`src/rtl/mem_port_arbiter.sv`:
```
// Arbitrates one single-ported memory between instruction fetch and load/store, data first with a starvation guard.
// Define ARB_PERF_CNT_EN to add the stall_cnt_o / conflict_cnt_o performance counters.
module mem_port_arbiter #(
  parameter int ADDR_W       = 32,
  parameter int DATA_W       = 32,
  parameter int STARVE_LIMIT = 4
) (
  input  logic              clk_i,
  input  logic              rst_i,
  input  logic              ireq_i,
  input  logic [ADDR_W-1:0] iaddr_i,
  output logic [DATA_W-1:0] irdata_o,
  output logic              iack_o,
  input  logic              dreq_i,
  input  logic              dwe_i,
  input  logic [ADDR_W-1:0] daddr_i,
  input  logic [DATA_W-1:0] dwdata_i,
  output logic [DATA_W-1:0] drdata_o,
  output logic              dack_o,
  output logic              mem_en_o,
  output logic              mem_we_o,
  output logic [ADDR_W-1:0] mem_addr_o,
  output logic [DATA_W-1:0] mem_wdata_o,
  input  logic [DATA_W-1:0] mem_rdata_i,
  input  logic              mem_ack_i,
  output logic              stall_o
`ifdef ARB_PERF_CNT_EN
  ,
  output logic [31:0]       stall_cnt_o,
  output logic [15:0]       conflict_cnt_o
`endif
);

  typedef enum logic [1:0] {
    IDLE  = 2'd0,
    IBUSY = 2'd1,
    DBUSY = 2'd2,
    RESP  = 2'd3
  } arbStateT;

  localparam logic [3:0] STARVE_MAX = 4'(STARVE_LIMIT);

  arbStateT          stateReg, stateNext;
  logic [3:0]        starveCntReg, starveCntNext;
  logic              memEnNext, memWeNext, iackNext, dackNext;
  logic [ADDR_W-1:0] memAddrNext;
  logic [DATA_W-1:0] memWdataNext, irdataNext, drdataNext;
  logic              grantData;

  always_ff @(posedge clk_i) begin
    if (rst_i) begin
      stateReg     <= IDLE;
      starveCntReg <= '0;
      mem_en_o     <= 1'b0;
      mem_we_o     <= 1'b0;
      mem_addr_o   <= '0;
      mem_wdata_o  <= '0;
      irdata_o     <= '0;
      drdata_o     <= '0;
      iack_o       <= 1'b0;
      dack_o       <= 1'b0;
    end else begin
      stateReg     <= stateNext;
      starveCntReg <= starveCntNext;
      mem_en_o     <= memEnNext;
      mem_we_o     <= memWeNext;
      mem_addr_o   <= memAddrNext;
      mem_wdata_o  <= memWdataNext;
      irdata_o     <= irdataNext;
      drdata_o     <= drdataNext;
      iack_o       <= iackNext;
      dack_o       <= dackNext;
    end
  end

  always_comb begin
    stateNext     = stateReg;
    starveCntNext = starveCntReg;
    memEnNext     = mem_en_o;
    memWeNext     = mem_we_o;
    memAddrNext   = mem_addr_o;
    memWdataNext  = mem_wdata_o;
    irdataNext    = irdata_o;
    drdataNext    = drdata_o;
    iackNext      = 1'b0;
    dackNext      = 1'b0;
    // Data wins unless the fetch has already been passed over STARVE_LIMIT times in a row.
    grantData     = dreq_i && !(ireq_i && (starveCntReg == STARVE_MAX));

    case (stateReg)
      IDLE: begin
        if (grantData) begin
          memEnNext    = 1'b1;
          memWeNext    = dwe_i;
          memAddrNext  = daddr_i;
          memWdataNext = dwdata_i;
          stateNext    = DBUSY;
          if (ireq_i) begin
            starveCntNext = (starveCntReg == STARVE_MAX) ? STARVE_MAX : starveCntReg + 4'd1;
          end else begin
            starveCntNext = '0;
          end
        end else if (ireq_i) begin
          memEnNext     = 1'b1;
          memWeNext     = 1'b0;
          memAddrNext   = iaddr_i;
          memWdataNext  = '0;
          stateNext     = IBUSY;
          starveCntNext = '0;
        end
      end
      IBUSY: begin
        if (mem_ack_i) begin
          memEnNext  = 1'b0;
          irdataNext = mem_rdata_i;
          iackNext   = 1'b1;
          stateNext  = RESP;
        end
      end
      DBUSY: begin
        if (mem_ack_i) begin
          memEnNext = 1'b0;
          if (!mem_we_o) begin
            drdataNext = mem_rdata_i;
          end
          dackNext  = 1'b1;
          stateNext = RESP;
        end
      end
      RESP: begin
        stateNext = IDLE;
      end
      default: begin
        stateNext = IDLE;
      end
    endcase
  end

  // The ack terms release the stall in the response cycle so the pipeline advances exactly once.
  assign stall_o = ~rst_i & ((dreq_i & ~dack_o) | (ireq_i & ~iack_o));

`ifdef ARB_PERF_CNT_EN
  always_ff @(posedge clk_i) begin
    if (rst_i) begin
      stall_cnt_o    <= '0;
      conflict_cnt_o <= '0;
    end else begin
      if (stall_o) begin
        stall_cnt_o <= stall_cnt_o + 32'd1;
      end
      if ((stateReg == IDLE) && ireq_i && dreq_i && (conflict_cnt_o != 16'hFFFF)) begin
        conflict_cnt_o <= conflict_cnt_o + 16'd1;
      end
    end
  end
`endif

endmodule

```
`config.mk`:
```
export PLATFORM = sky130hd
export DESIGN_NAME = mem_port_arbiter
export DESIGN_NICKNAME = d
export VERILOG_FILES = /design/src/rtl/mem_port_arbiter.sv
export SDC_FILE = /design/constraint.sdc
export NUM_CORES = 1
export LEC_CHECK = 0
export BUFFER_PORTS_ARGS = -buffer_cell sky130_fd_sc_hd__buf_2
export CAP_MARGIN = 10
export CORE_ASPECT_RATIO = 0.8
export CORE_MARGIN = 5
export CORE_UTILIZATION = 50
export CTS_CLUSTER_DIAMETER = 80
export DETAILED_ROUTE_END_ITERATION = 6
export PLACE_DENSITY_LB_ADDON = 0.12
export SLEW_MARGIN = 20
export SYNTH_ARGS = -nofsm -noshare
export SYNTH_HDL_FRONTEND = slang
export SYNTH_SLANG_ARGS = --single-unit
```
`constraint.sdc`:
```
create_clock -name clk_i -period 3 [get_ports clk_i]
set_input_delay 0.15 -clock clk_i [delete_from_list [all_inputs] [get_ports clk_i]]
set_output_delay 0.15 -clock clk_i [all_outputs]
set_load 0.02 [all_outputs]
```
==> impl_metrics.yaml <==
synth:
  yosysUniqueCellTypes: 34
  syn_inst: 672
  synth_flop_cell: "dfxtp_1"
  syn_nets: 813
  synth_enable_flop_cells: 0
  synth_area_per_cell_um2: 8.198
  synthArstFlopShare_pct: 0
  synth_seq_area_share_pct: 50.15
  synth-seq-cells: 138
  synth_area_um2: 5509
  yosys_warnings: 0
finish:
  finalNonFillerCells: 1154
  drive_gt1_share_pct: 33.89
  fillers: 765
  nets: 1137
  final_common_cell: "buf_2"
  final_cell_mix: "buf_2 (265), nand2_1 (199), dfxtp_1 (138), a21oi_1 (126), dlygate4sd3_1 (86)"
  seqCellArea_um2: 2763
  multi_input_area_um2: 2401
  utilization_pct: 76.83
  syn_to_final_growth_pct: 50.69
critical_path:
  reg2reg_to: "mem_wdata_o[12]"
  cp_slowest_cell: "o21a_2"
  critPathBufInv: 2
  r2r_slack_ps: 740
  arrival_ps: 2580
  cp-start-kind: "flip-flop"
  critPathTopFamily: "compound AO/OA/AOI/OAI gates"
  cp-end-kind: "flip-flop"
  crit_chain: "inv_1 -> ha_1 -> o21a_2 -> buf_12 -> nand3_1 -> a21oi_1"
  rr_worst_depth: 6
  critPathKind: "flip-flop to flip-flop"
  slowest_delay_ps: 700
  cp_max_fo: 36
  timing.rr.start: "stateReg[0]"
  critical_path_required_ps: 3320
sta:
  tns_ps: 0
  period_share_pct: 75.28
  rsz0062_at_grt: "false"
  setup_viol_count_final: 0
  max_slew_margin_pct: 45.98
  fin_worst_skew_ps: 11.62
  fmax_mhz: 442.8
  tightest_slew_ps: 810.3
  maxSlewViolCount: 0
  finalCriticalPeriod_ps: 2259
  final-hold-violation-count: 0
clock_tree:
  clock_sinks: 138
  cts_setup_buffers: 0
  clk_latency_ps: 410
  clk_pin_slew_worst_paths_ps: 60
  cts_buffers: 17
  max-clock-path-buffers: 2
  cts_tree: "yes"
  htree_levels: 4
  root_buffer: "clkbuf_16"
  post_cts_resized: 0
  hold_buffers: 83
hold_path:
  min_to: "mem_wdata_o[26]"
  min_from: "dwdata_i[26]"
  hold_depth: 3
  hp-class: "primary input to flip-flop"
power_and_ir_drop:
  switching_share_pct: 36.51
  power_frac_clock_pct: 31.4
  p_int_uw: 4465
  power_density_nw_per_um2: 847.1
  pwr-share-comb_pct: 35.1
  p_seq_share_pct: 33.4
  power.leakage_uw: 0.003740
  p_sw_uw: 2568
  peakVddDrop_mv: 0.5353
  finalPower_uw: 7032
run_status:
  status: "completed"
grt:
  track_usage_pct: 26.27
  grt_max_degree: 68
  grt_pass1_wl_um: 28570
  grt_overflow: 0
  antenna_found_initial: 1
  grt_pass1_vias: 5866
placement:
  port_buffers: 266
  dp_hpwl_um: 11680
  place_inst: 1034
  gp_congestion: 0.8861
floorplanning:
  die-area_um2: 13230
  rows: 34
  initial_utilization_pct: 50.98
  die_y_um: 103.9
  die-width_um: 127.4
  core_area_um2: 10810
  num_io_pins: 267
route:
  drc: 0
  via_count: 5972
  drtPass1Iterations: 7
  wl_per_cell_um: 15.79
  viasPerCell: 5.175
  drtIter0Drc: 339
  ant_nets: 0
  routed_wirelength_um: 18220
run:
  max_cap_viol_count: 0
==> metal layers <==
layer | vias up | global-route usage [%] | routed length (um)
li1 | 2894 | - | -
met1 | 2773 | 29.59 | 6893
met2 | 261 | 46.99 | 9331
met3 | 44 | 6.879 | 1442
met4 | 0 | 10.18 | 548
met5 | - | 0 | 0
==> worst register-to-register path: cells and delay by family, from the launching register on <==
kind | cells | cell delay, ps
AOI/OAI and AO/OA | 2 | 930
and+or+nand+nor | 1 | 150
adders and majority gates | 1 | 330
DFF | 1 | 340
buffers and inverters | 2 | 430
==> per-stage QoR <==
stage	worst slack, ps	hold WS, ps	instance area, um^2
2_1_floorplan	1504	280.5	5509
3_3_place_gp	936.0	394.5	6778
3_5_place_dp	809.7	400.2	6778
4_1_cts	787.6	0.05948	8242
5_1_grt	673.0	1.933	8302
6_report	741.5	3.947	8302
==> cell usage after synthesis (all sizes together) (3+ instances only) <==
library cell  count  area share, %
nand2b            3           0.34
nand2           199             14
clkbuf           22            1.5
ha                7            1.6
nor2             43            2.9
a21oi           136             13
dfxtp           138             50
o21ai             3           0.34
a211oi           34            4.7
nand3            35            4.7
inv               4           0.27
and2              3           0.39
buf              34            4.7
==> logic make-up (layout without fill, tap and decap cells) <==
group	count (synthesis)	after routing	share of synthesized area, %
fa+ha+maj	7	7	1.590
other cells	0	1	0
simple gates	290	290	23.10
compound gates	176	176	18.51
flops	138	138	50.15
buf+inv	60	397	6.473
mux	1	1	0.1817
==> how the worst max path moves through the flow <==
| stage | from | endpoint | slack (ps) | depth (start not counted) |
|---|---|---|---|---|
| global route | stateReg[0] | mem_wdata_o[12] | 670 | 6 |
| detailed placement | stateReg[0] | mem_wdata_o[12] | 810 | 6 |
| finish | stateReg[0] | mem_wdata_o[12] | 740 | 6 |
| global placement | ireq_i | mem_addr_o[2] | 940 | 5 |
| floorplan | starveCntReg[0] | mem_wdata_o[12] | 1500 | 9 |
| CTS | stateReg[1] | mem_wdata_o[12] | 790 | 6 |
==> power by group through the flow <==
stage	clock [uW]	combinational, uW	sequential [uW]
final	2210	2470	2350
after global routing	2340	2680	2390
after CTS	2250	2410	2350
after detailed placement	0	2310	2380
after global placement	0	2260	2370
after floorplan	0	1240	2760
==> cell type report <==
type	count	share of cell area [%]
Antenna cell	1	0.03014
Clock buffer	18	5.290
Clock inverter	14	2.336
Inverter	4	0.1809
Multi-Input combinational cell	474	28.92
Sequential cell	138	33.28
Tap cell	144	2.170
Timing Repair Buffer	361	27.79
==> state kept, by name (all words and copies together) (netlist names) <==
register,flops
mem_addr_o,32
starveCntReg,4
mem_wdata_o,32
dack_o,1
mem_en_o,1
iack_o,1
mem_we_o,1
drdata_o,32
stateReg,2
irdata_o,32
Note: power is estimated with default switching activity, not from simulation.
